### src/rtl/q_update_seq.sv
// q_update_seq: reads Q(s,a) and Q(s',0..3) from the Q-table RAM, applies the
// saturating Q8.8 Bellman update and writes the result back to Q(s,a).
module q_update_seq #(
  parameter int STATES = 25
) (
  input  logic        clk,
  input  logic        enb,
  input  logic        start,
  input  logic [5:0]  cur_st,
  input  logic [3:0]  act,
  input  logic [5:0]  next_st,
  input  logic        terminal,
  input  logic [15:0] reward,
  input  logic [3:0]  alpha,
  input  logic [3:0]  gamma,
  output logic [7:0]  q_addr,
  output logic        q_rd_en,
  input  logic [15:0] q_rdata,
  output logic        q_wr_en,
  output logic [15:0] q_wdata,
  output logic        busy,
  output logic        done,
  output logic        err
);
  typedef enum logic [3:0] {IDLE, RDC, RN0, RN1, RN2, RN3, WAIT, CALC, WR} state_t;
  state_t st;
  logic [5:0] cs_r, ns_r;
  logic [1:0] ac_r;
  logic [3:0] a_r, g_r;
  logic t_r;
  logic signed [15:0] rw_r, qsa, mx, rd, mx_nx, sat;
  logic signed [19:0] gm, t, d, ad, n;
  logic bad;
  assign rd = q_rdata;
  assign mx_nx = rd > mx ? rd : mx;
  assign bad = cur_st == 6'd0 || cur_st > 6'(STATES) || next_st == 6'd0 ||
               next_st > 6'(STATES) || act > 4'd3;
  assign gm = $signed({16'd0, g_r}) * $signed({{4{mx[15]}}, mx});
  assign t = $signed({{4{rw_r[15]}}, rw_r}) + (gm >>> 4);
  assign d = t - $signed({{4{qsa[15]}}, qsa});
  assign ad = $signed({16'd0, a_r}) * d;
  assign n = $signed({{4{qsa[15]}}, qsa}) + (ad >>> 4);
  assign sat = n > 20'sd32767 ? 16'sh7fff : n < -20'sd32768 ? 16'sh8000 : n[15:0];
  // Read data lags its address by one cycle, so each state captures the previous read.
  always_ff @(posedge clk or negedge enb)
    if (!enb) begin
      st <= IDLE;
      q_addr <= '0;
      q_rd_en <= 1'b0;
      q_wr_en <= 1'b0;
      q_wdata <= '0;
      busy <= 1'b0;
      done <= 1'b0;
      err <= 1'b0;
      cs_r <= '0;
      ns_r <= '0;
      ac_r <= '0;
      a_r <= '0;
      g_r <= '0;
      t_r <= 1'b0;
      rw_r <= '0;
      qsa <= '0;
      mx <= '0;
    end else
      case (st)
        IDLE: if (start) begin
          cs_r <= cur_st;
          ac_r <= act[1:0];
          ns_r <= next_st;
          t_r <= terminal;
          rw_r <= reward;
          a_r <= alpha;
          g_r <= gamma;
          busy <= 1'b1;
          done <= bad;
          err <= bad;
          q_rd_en <= !bad;
          if (!bad) q_addr <= {cur_st, act[1:0]};
          st <= bad ? WR : RDC;
        end
        RDC: begin
          q_rd_en <= !t_r;
          if (!t_r) q_addr <= {ns_r, 2'd0};
          st <= t_r ? WAIT : RN0;
        end
        RN0: begin
          qsa <= rd;
          q_addr <= {ns_r, 2'd1};
          st <= RN1;
        end
        RN1: begin
          mx <= rd;
          q_addr <= {ns_r, 2'd2};
          st <= RN2;
        end
        RN2: begin
          mx <= mx_nx;
          q_addr <= {ns_r, 2'd3};
          st <= RN3;
        end
        RN3: begin
          mx <= mx_nx;
          q_rd_en <= 1'b0;
          st <= WAIT;
        end
        WAIT: begin
          qsa <= t_r ? rd : qsa;
          mx <= t_r ? 16'sd0 : mx_nx;
          st <= CALC;
        end
        CALC: begin
          q_wr_en <= 1'b1;
          q_addr <= {cs_r, ac_r};
          q_wdata <= sat;
          done <= 1'b1;
          st <= WR;
        end
        WR: begin
          q_wr_en <= 1'b0;
          done <= 1'b0;
          err <= 1'b0;
          busy <= 1'b0;
          st <= IDLE;
        end
        default: st <= IDLE;
      endcase
endmodule

### config.mk
export PLATFORM = sky130hd
export DESIGN_NAME = q_update_seq
export DESIGN_NICKNAME = d
export VERILOG_FILES = /design/src/rtl/q_update_seq.sv
export SDC_FILE = /design/constraint.sdc
export NUM_CORES = 1
export LEC_CHECK = 0
export BUFFER_PORTS_ARGS = -buffer_cell sky130_fd_sc_hd__buf_2
export CORE_UTILIZATION = 52
export CTS_BUF_LIST = sky130_fd_sc_hd__clkbuf_16
export DETAILED_ROUTE_END_ITERATION = 12
export GPL_TIMING_DRIVEN = 0
export MAX_ROUTING_LAYER = met4
export PLACE_DENSITY = 0.7
export SYNTH_ARGS = -nofsm -noshare
export SYNTH_HDL_FRONTEND = slang
export SYNTH_SLANG_ARGS = --single-unit
export TNS_END_PERCENT = 30
### constraint.sdc
create_clock -name clk -period 31.2 [get_ports clk]
set_clock_uncertainty 0.2 [all_clocks]
set_input_delay 3.12 -clock clk [delete_from_list [all_inputs] [get_ports clk]]
set_output_delay 3.12 -clock clk [all_outputs]
set_load 0.02 [all_outputs]
# After elaboration in Yosys (flattened, before gate mapping)

Index checks and enable logic that the tools add are counted.
Widths: inputs -> output; s select.

Flip-flop bits (word level): 104
Latch bits: 0
RAM bits: 0
ROM bits: 0
Input port bits: 60
Output and inout port bits: 29
Logic and storage cells: 86
Memories kept: 0

Add/subtract/negate cells: 3
$mul: 2
Div/mod/pow operators: 0
$lt $le $gt $ge: 6
Eq/ne operators: 12
Shift-type cells: 0
Muxes and demuxes: 23
Bitwise operators: 0
Reduce and logical (&&, ||, !) cells: 23

Operators by type and width:

| kind                 | count |
|---|---|
| $mux 16              | 5 |
| $pmux 16 s3          | 1 |
| $pmux 8 s6           | 1 |
| $add 16x16->17       | 2 |
| $pmux 16 s2          | 1 |
| $pmux 4 s8           | 1 |
| $mux 8               | 3 |
| $mul 5x16->20        | 1 |
| $mul 5x18->20        | 1 |
| $sub 17x16->18       | 1 |
| $gt 17x16->1 const B | 1 |
| $lt 17x16->1 const B | 1 |
| $eq 4x3->1 const B   | 4 |
| $gt 16x16->1         | 1 |
| $gt 6x5->1 const B   | 2 |
| $logic_not 6->1      | 2 |
| $reduce_and 2->1     | 5 |
| $reduce_bool 3->1    | 3 |
| $eq 4x2->1 const B   | 2 |
| $mux 4               | 2 |
| $ne 2x2->1 const B   | 4 |
| $pmux 1 s2           | 3 |
| $pmux 1 s3           | 2 |
| $reduce_bool 2->1    | 3 |
| 11 further kinds     | 17 |

# Logic depth before layout (Yosys ltp)

Gate-level depths: netlist of run 1.

Depth after elaboration: 8
Gate-level depth with buffers: 48
Depth with buffers taken out: 47

# Least setup slack after synthesis of run 1

Ideal clock, no wire load.

Kind: register -> register
From: register g_r[3]
To: register q_wdata[0]
Library setup time: 0.074 ns
Arrival: 9.539 ns
Setup slack: 21.387 ns
Cell stages (with the launch flop): 44
Path buffers: 2
Period minus slack after synthesis: 9.813 ns
Cell sequence: dfrtp_1 -> clkbuf_1 -> and2_1 -> ha_1 -> fa_1 -> inv_1 -> fa_1 -> inv_1 -> ha_1 -> a21o_1 -> a21oi_1 -> o21ai_0 -> and3_1 -> o21ai_0 -> nand2b_1 -> xnor2_1 -> fa_1 -> inv_1 -> [... 8 more ...] -> ha_1 -> fa_1 -> inv_1 -> fa_1 -> inv_1 -> ha_1 -> a21o_1 -> a21oi_1 -> o21ai_0 -> a211oi_1 -> xnor2_1 -> xnor2_1 -> ha_1 -> nor2b_1 -> o41ai_4 -> buf_2 -> a21oi_1 -> o21ai_2

Longest elaborated chain between the ends: 8
Elaborated cells on any way between the ends: 9

Ends and longest elaborated chain:

| item                   | RTL line | RTL |
|---|---|---|
| from (decl)            | 29       | `logic [3:0] a_r, g_r;` |
| from (signal assigned) | 73       | `g_r <= gamma;` |
| $mul 5x16->20 (*)      | 38       | `assign gm = $signed({16'd0, g_r}) * $signed({{4{mx[15]}}, mx});` |
| $add 16x16->17 (*)     | 39       | `assign t = $signed({{4{rw_r[15]}}, rw_r}) + (gm >>> 4);` |
| $sub 17x16->18 (*)     | 40       | `assign d = t - $signed({{4{qsa[15]}}, qsa});` |
| $mul 5x18->20 (*)      | 41       | `assign ad = $signed({16'd0, a_r}) * d;` |
| $add 16x16->17 (*)     | 42       | `assign n = $signed({{4{qsa[15]}}, qsa}) + (ad >>> 4);` |
| $lt 17x16->1           | 43       | `assign sat = n > 20'sd32767 ? 16'sh7fff : n < -20'sd32768 ? 16'sh8000 : n[15:0];` |
| $mux 16                | 43       |  |
| $mux 16 (*)            | 43       |  |
| to (signal assigned)   | 114      | `q_wdata <= sat;` |
| to (decl)              | 20       | `output logic [15:0] q_wdata,` |

Every way passes the cells marked *; elsewhere a longest branch is shown, timed or not.
A chain may end at the register's enable or synchronous reset.

# Final worst setup path of run 1

From: register g_r[3]
To: register q_wdata[3]

The elaborated chain is that of the path after synthesis.

==> results of run 1 <==
==> cell type report <==
| class | instances | area [µm²] |
|---|---|---|
| antenna | 1 | 2.50 |
| clock buffer | 9 | 225 |
| clock inverter | 6 | 76.3 |
| timing repair buffer | 89 | 470 |
| sequential | 104 | 2600 |
| multi-input combinational | 848 | 7420 |
| fill | 1826 | 8370 |
| tap | 270 | 338 |
| buffer | 32 | 144 |
| inverter | 191 | 717 |
==> synth_stat cells (7+ instances only) <==
cell type                    n  area [µm²]
sky130_fd_sc_hd__a22o_1     16         140
sky130_fd_sc_hd__a21o_1     20         150
sky130_fd_sc_hd__nand2_1    88         330
sky130_fd_sc_hd__o21a_1     11        82.6
sky130_fd_sc_hd__fa_1       79        1580
sky130_fd_sc_hd__clkbuf_1   27         101
sky130_fd_sc_hd__o21ai_0    28         140
sky130_fd_sc_hd__a211oi_1    8        60.1
sky130_fd_sc_hd__xor2_1     22         193
sky130_fd_sc_hd__and3_1      7        43.8
sky130_fd_sc_hd__mux2_2     56         631
sky130_fd_sc_hd__nand2b_1    8        50.1
sky130_fd_sc_hd__o21ai_2    10        87.6
sky130_fd_sc_hd__a31oi_1    11        68.8
sky130_fd_sc_hd__nor3_1     11        55.1
sky130_fd_sc_hd__nor2b_1    11        68.8
sky130_fd_sc_hd__ha_1      120        1500
sky130_fd_sc_hd__a21oi_1    51         255
sky130_fd_sc_hd__and2_1     98         613
sky130_fd_sc_hd__dfrtp_1   104        2600
sky130_fd_sc_hd__xnor2_1    39         342
sky130_fd_sc_hd__nor2_1     59         221
sky130_fd_sc_hd__nand3_1    13        65.1
sky130_fd_sc_hd__inv_1     190         713
==> final timing paths <==
check | slack [ps] | start | end
min | 280 | q_wdata[6] | q_wdata[6]
max reg2reg | 20060 | g_r[3] | q_wdata[3]
min in group asynchronous | 2610 | enb | q_wdata[3]
min reg2reg | 280 | q_wdata[6] | q_wdata[6]
max | 20060 | g_r[3] | q_wdata[3]
max in group asynchronous | 27480 | enb | mx[10]
==> metrics by stage <==
step	instance area, µm²	utilization (%)	hold WS, ps	std cells	setup slack [ps]
global placement	11700	57.3	260	1533	20280
floorplan	10900	-	279	1175	21390
detailed placement	11700	57.4	270	1534	20070
CTS	12000	58.9	287	1549	20040
finish	12000	58.9	283	1550	20060
global route	12000	58.9	300	1550	19420
==> worst max-delay path: cells and delay by family, from the launching register on <==
kind | cells | cell delay [ps]
buffers and inverters | 7 | 890
DFF | 1 | 460
and+or+nand+nor | 11 | 1810
adders and majority gates | 11 | 4350
AOI/OAI and AO/OA | 12 | 2660
xor gates and xnor gates | 3 | 650
==> flip-flops by register name, indices dropped and copies added (netlist names), 4 cells and up <==
name,cells
q_addr,8
g_r,4
qsa,16
ns_r,6
a_r,4
st,4
q_wdata,16
rw_r,16
cs_r,6
mx,16
==> layer usage <==
metal  vias up  GRT usage [%]  wire length, µm
met1      3998           31.3            11000
met5         -              -                0
met3        35           2.38              643
li1       4087              -                -
met2       121           40.8            11800
met4         0           8.23              622
==> cell families (layout without fill, tap and decap cells) <==
| kind of cell | after synthesis | in the layout | synth area share (%) |
|---|---|---|---|
| multiplexers | 58 | 58 | 5.98 |
| AND/OR/NAND/NOR | 316 | 316 | 14.6 |
| flip-flops | 104 | 104 | 23.9 |
| AO/OA/AOI/OAI | 213 | 213 | 14.1 |
| XOR/XNOR | 62 | 62 | 5.16 |
| buffers and inverters | 223 | 327 | 7.91 |
| other | 0 | 1 | 0 |
| adder cells (fa/ha/maj) | 199 | 199 | 28.3 |
==> out/qor.txt, run 1 <==
GRT
-------------------------------------------------------------------------------------------------
Total GRT Usage                                                                             24.5%
Global-route wire length before repair                                                   40400 µm
Overflow after GRT                                                                              0
Via count of the first global-routing pass                                                   8404
Largest net degree at the start of global routing                                              58
Initial antenna violation count                                                                 1

SYNTHESIS
-------------------------------------------------------------------------------------------------
Post-synthesis sequential area ratio                                                        23.9%
Number of distinct library cell variants in the gate-level netlist after synthesis             66
Net Count, Synth                                                                             1434
Gate count of the mapped netlist                                                             1175
Share of flip-flops with an asynchronous set or reset                                        100%
Leading register cell type out of synthesis                                          sky130_fd_sc_hd__dfrtp_1
Total of flip-flops plus latches after synthesis                                              104
Number of warning messages in the yosys log                                                     0
Number of flops mapped to enable cells by yosys                                                 0
Netlist area before placement                                                           10900 µm²
Avg Cell Area, Syn                                                                       9.26 µm²

ROUTE
-------------------------------------------------------------------------------------------------
Count of nets left with antenna violations after detail routing                                 0
Total vias in the final route                                                                8241
Post-route DRC                                                                                  0
Avg WL per Cell                                                                           15.5 µm
Via density                                                                                  5.32
1st-iter DRT viols                                                                            274
Final WL                                                                                 24000 µm
Length of the first detailed-routing pass in iterations                                         4

FLOORPLANNING
-------------------------------------------------------------------------------------------------
Core ar.                                                                                20400 µm²
Chip Width                                                                                 147 µm
Boundary Pins                                                                                  89
Number of rows in the core area                                                                52
Initial cell density of the core                                                            53.4%
Die extent in y                                                                            147 µm
Die Outline Area                                                                        21500 µm²

STA
-------------------------------------------------------------------------------------------------
Final period demand of the worst path                                                    11140 ps
Endpoints failing setup                                                                         0
Hold violation total from the final report                                                      0
RSZ-0062 raised after global routing                                                        false
Maximum clock frequency                                                                  89.7 MHz
Period utilization                                                                          35.7%
Number of max-slew violations in the final report                                               0
Headroom to the max-slew limit                                                              38.1%
Slew @ Worst Pin                                                                           929 ps
Setup TNS                                                                                    0 ps

CLOCK NETWORK
-------------------------------------------------------------------------------------------------
Number of buffers on the longest clock path                                                     2
Clock-pin slew of the registers on the worst-case setup and hold paths                      80 ps
Number of clock sinks                                                                         104
CTS resizes                                                                                     0
Count of H-tree levels built during CTS                                                         3
Clock tree from TritonCTS                                                                    done
Count of hold buffers inserted by post-cts repair                                               0
Number of buffers inserted during clock tree synthesis                                          9
Root buffer cell                                                                     sky130_fd_sc_hd__clkbuf_16
Clock insertion delay at the later pin of the skew report                                  360 ps
Post-CTS Setup Repair Bufs                                                                      0

WORST SETUP PATH
-------------------------------------------------------------------------------------------------
Arrival time at the worst endpoint                                                       11240 ps
Worst reg-to-reg path cell count                                                               44
Worst stage delay on the critical path                                                     730 ps
Slowest library cell on the worst path                                               sky130_fd_sc_hd__o41ai_4
Category of the critical setup timing path                                           flip-flop to flip-flop
Most common cell type on the critical path                                           sky130_fd_sc_hd__ha_1
Data required, critical path                                                             31290 ps
Largest fanout of any net on the critical path                                                 10
Startpoint types                                                                        flip-flop
Kind of end point of the critical path                                                  flip-flop

CELLS AND AREA
-------------------------------------------------------------------------------------------------
Share of cells above drive strength 1                                                       15.1%
Top library cells by usage in the layout, fill and taps aside                        190 x sky130_fd_sc_hd__inv_1, 120 x sky130_fd_sc_hd__ha_1, 104 x sky130_fd_sc_hd__dfrtp_1
Area Growth Syn to Fin                                                                      10.2%
Net count reported at finish                                                                 1534
Most common cell after layout, fill and taps aside                                   sky130_fd_sc_hd__inv_1

PLACED DESIGN
-------------------------------------------------------------------------------------------------
Routability Congestion                                                                      0.888
I/O Buffers                                                                                    88
HPWL after DPL                                                                           20100 µm

HOLD PATH
-------------------------------------------------------------------------------------------------
Worst Hold Class                                                                     flip-flop to flip-flop
Min-Delay Path Depth                                                                            2

JOB
-------------------------------------------------------------------------------------------------
Max Cap Viol                                                                                    0

STATUS
-------------------------------------------------------------------------------------------------
Status                                                                               complete, no violations

Power of run 1 is left out: the tool's default activity adds up to more than one toggle a clock period on the data nets, which glitch-free logic cannot reach.
==> run 2: changes to the inputs <==
==> constraint.sdc (replaced) <==
create_clock -name clk -period 11 [get_ports clk]
set_clock_uncertainty 0.2 [all_clocks]
set_input_delay 1.1 -clock clk [delete_from_list [all_inputs] [get_ports clk]]
set_output_delay 1.1 -clock clk [all_outputs]
set_load 0.02 [all_outputs]
==> run 2 against run 1 <==
Compared with the run above: routed wire length rose by 0.62%; sequential share of layout area fell by 0.22 points; non-clock buffer count rose by 5; sequential cell count did not move.
==> out/qor.txt, run 2 (synthesized netlist as in run 1, its figures left out) <==
STATUS
-------------------------------------------------------------------------------------
Status                                                                   complete, no violations

GRT
-------------------------------------------------------------------------------------
Overflow after GRT                                                                  0
Initial antenna violation count                                                     1
Via count of the first global-routing pass                                       8407
Global-route wire length before repair                                       40500 µm
Total GRT Usage                                                                 24.6%
Largest net degree at the start of global routing                                  58

PLACED DESIGN
-------------------------------------------------------------------------------------
Dpl ws                                                                        -127 ps
HPWL after DPL                                                               20100 µm
Routability Congestion                                                          0.888
Cell area after placement                                                   11700 µm²
I/O Buffers                                                                        88

WORST SETUP PATH
-------------------------------------------------------------------------------------
Number of stages on the worst setup path                                           43
Kind of end point of the critical path                                      flip-flop
Worst reg2reg setup slack                                                      490 ps
Reg-to-reg critical path endpoint                                         q_wdata[14]
Largest fanout of any net on the critical path                                      6
Source of the worst register-to-register timing path                            mx[7]
Family with the most delay on the worst path                              adder cells
Critical path capture point                                               q_wdata[14]
Category of the critical setup timing path                               flip-flop to flip-flop
Crit path buffers/inverters                                                         6
Most common cell type on the critical path                               sky130_fd_sc_hd__ha_1
Worst stage delay on the critical path                                         540 ps
Worst reg-to-reg path cell count                                                   43
Arrival time at the worst endpoint                                           10540 ps
Critical path launch point                                                      mx[7]
Slowest library cell on the worst path                                   sky130_fd_sc_hd__fa_1
Startpoint types                                                            flip-flop
Data required, critical path                                                 11030 ps

CELLS AND AREA
-------------------------------------------------------------------------------------
Multi-input combinational cell area                                          7500 µm²
Fillers                                                                          1814
Net count reported at finish                                                     1539
Share of cells above drive strength 1                                           17.1%
Cell area after layout                                                      12100 µm²
Register area                                                                2610 µm²
Top library cells by usage in the layout, fill and taps aside            190 x sky130_fd_sc_hd__inv_1, 119 x sky130_fd_sc_hd__ha_1, 102 x sky130_fd_sc_hd__dfrtp_1
Area Growth Syn to Fin                                                          11.5%
Most common cell after layout, fill and taps aside                       sky130_fd_sc_hd__inv_1

STA
-------------------------------------------------------------------------------------
Endpoints failing setup                                                             0
Headroom to the max-slew limit                                                  37.8%
Slew @ Worst Pin                                                               925 ps
Number of max-slew violations in the final report                                   0
Maximum clock frequency                                                      95.1 MHz
Period utilization                                                              95.5%
Final period demand of the worst path                                        10510 ps
Setup TNS                                                                        0 ps
Hold violation total from the final report                                          0
PnR worst setup slack                                                          490 ps

CLOCK NETWORK
-------------------------------------------------------------------------------------
Number of clock sinks                                                             104
Number of buffers inserted during clock tree synthesis                              9
Clock-pin slew of the registers on the worst-case setup and hold paths          80 ps
Count of H-tree levels built during CTS                                             3
Root buffer cell                                                         sky130_fd_sc_hd__clkbuf_16
Clock tree from TritonCTS                                                        done
Number of buffers on the longest clock path                                         2
Clock insertion delay at the later pin of the skew report                      360 ps

FLOORPLANNING
-------------------------------------------------------------------------------------
Boundary Pins                                                                      89
Number of rows in the core area                                                    52
Core ar.                                                                    20400 µm²
Initial cell density of the core                                                53.4%
Chip Width                                                                     147 µm
Die extent in y                                                                147 µm
Die Outline Area                                                            21500 µm²

ROUTE
-------------------------------------------------------------------------------------
1st-iter DRT viols                                                                252
Via density                                                                      5.33
Final WL                                                                     24200 µm
Total vias in the final route                                                    8281
Count of nets left with antenna violations after detail routing                     0
Post-route DRC                                                                      0
Length of the first detailed-routing pass in iterations                             5
Avg WL per Cell                                                               15.6 µm

JOB
-------------------------------------------------------------------------------------
Max Cap Viol                                                                        0

HOLD PATH
-------------------------------------------------------------------------------------
Worst Hold Class                                                         flip-flop to flip-flop

## run 2: worst min path at each step
stage / slack, ps / from / cells past startpoint / to
after detailed placement: 270 / q_wdata[6] / 2 / q_wdata[6]
after floorplan: 280 / rw_r[10] / 1 / rw_r[10]
final: 280 / q_wdata[6] / 2 / q_wdata[6]
after CTS: 290 / q_wdata[6] / 2 / q_wdata[6]
after global placement: 260 / busy / 2 / busy
after global routing: 300 / q_wdata[4] / 2 / q_wdata[4]
## run 2: area by class of cell
type                    count  share of cell area (%)
repair buffers             95                    4.35
diodes                      1                  0.0206
clock inverters             6                   0.629
plain buffers              31                    1.17
clock buffers               9                    1.86
flip-flops and latches    104                    21.5
multi-input cells         848                    61.8
well taps                 270                    2.78
inverters                 191                    5.91
## run 2: through the flow
step / hold WS (ps) / std cells / utilization (%)
floorplan: 279 / 1175 / -
finish: 281 / 1555 / 59.6
global placement: 260 / 1533 / 57.3
global route: 300 / 1555 / 59.6
detailed placement: 270 / 1534 / 57.4
CTS: 287 / 1552 / 59.1
## run 2: repair_timing
action,CTS,global route
setup endpoints to repair,16,16
hold buffers,0,0
buffers inserted,4,2
pin swaps,1,4
gates resized for setup,1,25
## run 2: worst min-delay path: stages (launching register included)
cell	delay, ps
sky130_fd_sc_hd__dfrtp_1	340
sky130_fd_sc_hd__nand2_1	60
sky130_fd_sc_hd__o21ai_2	50
## run 2: per-layer routing
metal	global-route usage, %	wire length, µm	share of wire, %
met5	-	0	0
met2	40.8	11900	49
met4	8.28	621	2.6
met3	2.41	514	2.1
met1	31.4	11100	46
Power of run 2 is left out for the same reason.
==> run 3: changes to the inputs <==
--- a/config.mk
+++ b/config.mk
@@ -6,12 +6,14 @@
 export NUM_CORES = 1
 export LEC_CHECK = 0
 export BUFFER_PORTS_ARGS = -buffer_cell sky130_fd_sc_hd__buf_2
-export CORE_UTILIZATION = 52
+export CELL_PAD_IN_SITES_DETAIL_PLACEMENT = 1
+export CELL_PAD_IN_SITES_GLOBAL_PLACEMENT = 1
+export CORE_UTILIZATION = 48
 export CTS_BUF_LIST = sky130_fd_sc_hd__clkbuf_16
 export DETAILED_ROUTE_END_ITERATION = 12
 export GPL_TIMING_DRIVEN = 0
 export MAX_ROUTING_LAYER = met4
-export PLACE_DENSITY = 0.7
+export PLACE_DENSITY = 0.81
 export SYNTH_ARGS = -nofsm -noshare
 export SYNTH_HDL_FRONTEND = slang
 export SYNTH_SLANG_ARGS = --single-unit
==> run 3 against run 2 <==
Compared with the run above: hold slack got worse by 3.6 ps; core utilization is 2.7 points lower; critical path depth up 2; critical endpoint unchanged; highest routed layer unchanged.
==> out/qor.txt, run 3 (synthesized netlist as in run 1, its figures left out) <==
STATUS
-------------------------------------------------------------------------------------
Status                                                                   complete, no violations

HOLD PATH
-------------------------------------------------------------------------------------
Worst Hold Class                                                         flip-flop to flip-flop

WORST SETUP PATH
-------------------------------------------------------------------------------------
Slowest library cell on the worst path                                   sky130_fd_sc_hd__fa_1
Worst reg2reg setup slack                                                      300 ps
Category of the critical setup timing path                               flip-flop to flip-flop
Largest fanout of any net on the critical path                                     10
Kind of end point of the critical path                                      flip-flop
Arrival time at the worst endpoint                                           10740 ps
Worst stage delay on the critical path                                         560 ps
Data required, critical path                                                 11030 ps
Startpoint types                                                            flip-flop

CELLS AND AREA
-------------------------------------------------------------------------------------
Share of cells above drive strength 1                                           20.7%
Count of placed standard cells in the final layout, fillers left out             1582
Cell area after layout                                                      12500 µm²
Top library cells by usage in the layout, fill and taps aside            189 x sky130_fd_sc_hd__inv_1, 109 x sky130_fd_sc_hd__ha_1, 102 x sky130_fd_sc_hd__dfrtp_1
Fraction of the core area covered by cells at the end of the flow               56.8%
Net count reported at finish                                                     1555
Most common cell after layout, fill and taps aside                       sky130_fd_sc_hd__inv_1
Area Growth Syn to Fin                                                          15.1%

ROUTE
-------------------------------------------------------------------------------------
Via density                                                                      5.54
Count of nets left with antenna violations after detail routing                     0
Length of the first detailed-routing pass in iterations                             4
Final WL                                                                     30700 µm
Total vias in the final route                                                    8769
Post-route DRC                                                                      0
Avg WL per Cell                                                               19.4 µm
1st-iter DRT viols                                                                264

PLACED DESIGN
-------------------------------------------------------------------------------------
Routability Congestion                                                          0.826
Cell area after placement                                                   11700 µm²
I/O Buffers                                                                        88
Count of placed standard cells including taps                                    1544
HPWL after DPL                                                               23200 µm

JOB
-------------------------------------------------------------------------------------
Max Cap Viol                                                                        0

CLOCK NETWORK
-------------------------------------------------------------------------------------
Clock tree from TritonCTS                                                        done
Number of buffers on the longest clock path                                         2
Number of clock sinks                                                             104
Number of buffers inserted during clock tree synthesis                              9
Clock insertion delay at the later pin of the skew report                      370 ps
Count of H-tree levels built during CTS                                             3
Root buffer cell                                                         sky130_fd_sc_hd__clkbuf_16
Count of hold buffers inserted by post-cts repair                                   0
Clock-pin slew of the registers on the worst-case setup and hold paths          80 ps

FLOORPLANNING
-------------------------------------------------------------------------------------
Number of rows in the core area                                                    54
Boundary Pins                                                                      89
Die extent in y                                                                153 µm
Initial cell density of the core                                                49.4%
Chip Width                                                                     153 µm
Core ar.                                                                    22000 µm²
Die Outline Area                                                            23300 µm²

STA
-------------------------------------------------------------------------------------
Slew @ Worst Pin                                                              1090 ps
Period utilization                                                              97.3%
Hold violation total from the final report                                          0
Number of max-slew violations in the final report                                   0
Endpoints failing setup                                                             0
Maximum clock frequency                                                      93.4 MHz
Headroom to the max-slew limit                                                  27.0%
Setup TNS                                                                        0 ps
Final period demand of the worst path                                        10700 ps

GRT
-------------------------------------------------------------------------------------
Total GRT Usage                                                                 27.0%
Largest net degree at the start of global routing                                  70
Via count of the first global-routing pass                                       9407
Overflow after GRT                                                                  0
Global-route wire length before repair                                       48300 µm
Initial antenna violation count                                                     1

-- run 3: cell count changes in the layout (fill, tap and decap cells not counted), moves of 4 or more --
cell,before,now
sky130_fd_sc_hd__ha_4,0,6
sky130_fd_sc_hd__a21oi_2,8,15
sky130_fd_sc_hd__ha_1,119,109
sky130_fd_sc_hd__xnor2_1,38,33
sky130_fd_sc_hd__o21ai_1,5,9
sky130_fd_sc_hd__nor2_2,2,6
sky130_fd_sc_hd__ha_2,1,5
sky130_fd_sc_hd__a21oi_1,45,38
sky130_fd_sc_hd__o21ai_0,27,23
sky130_fd_sc_hd__buf_4,7,24
sky130_fd_sc_hd__xnor2_2,1,6
sky130_fd_sc_hd__nor2_1,57,52
-- run 3: layout make-up --
class | instances | area (µm²)
fill | 2550 | 9510
inverter | 191 | 717
timing repair buffer | 110 | 646
sequential | 104 | 2610
tap | 280 | 350
clock inverter | 7 | 98.8
buffer | 32 | 158
clock buffer | 9 | 225
multi-input combinational | 848 | 7720
antenna | 1 | 2.50
-- run 3: path summary, 6_finish.rpt --
kind,from,to,cells after the start
min in group asynchronous,enb,q_addr[7],1
max in group asynchronous,enb,qsa[10],2
worst max register to register,g_r[2],q_wdata[14],45
worst max-delay path,g_r[2],q_wdata[14],45
worst min register to register,q_wdata[6],q_wdata[6],2
worst min-delay path,q_wdata[6],q_wdata[6],2
-- run 3: per-stage QoR --
step / hold WS [ps] / setup WS [ps]
4_1_cts: 281 / 20.9
5_1_grt: 307 / -114
6_report: 277 / 299
3_5_place_dp: 262 / -361
3_3_place_gp: 260 / -11.9
2_1_floorplan: 279 / 1190
-- run 3: what timing repair did --
item,in CTS,in global routing
buffers inserted,4,16
resized for setup,15,63
endpoints found under the setup margin,16,16
pin swaps,3,27
hold endpoints to repair,0,0
cloned,0,1
-- run 3: metal layers --
metal	GRT usage (%)	part of all wire (%)	up-vias	wire length [µm]
met4	9.43	3.0	0	907
met1	32.9	45	4466	13700
met3	2.99	2.0	57	611
li1	-	-	4136	-
met5	-	0	-	0
met2	46.3	51	110	15500
-- run 3: critical path, delay by kind of cell, from the launching register on --
kind                       cells  cell delay (ps)
AOI/OAI and AO/OA             12             2050
xor gates and xnor gates       4              930
adders and majority gates     11             4280
buffers and inverters          8              860
DFF                            1              450
and+or+nand+nor               10             1790
Power of run 3 is left out for the same reason.
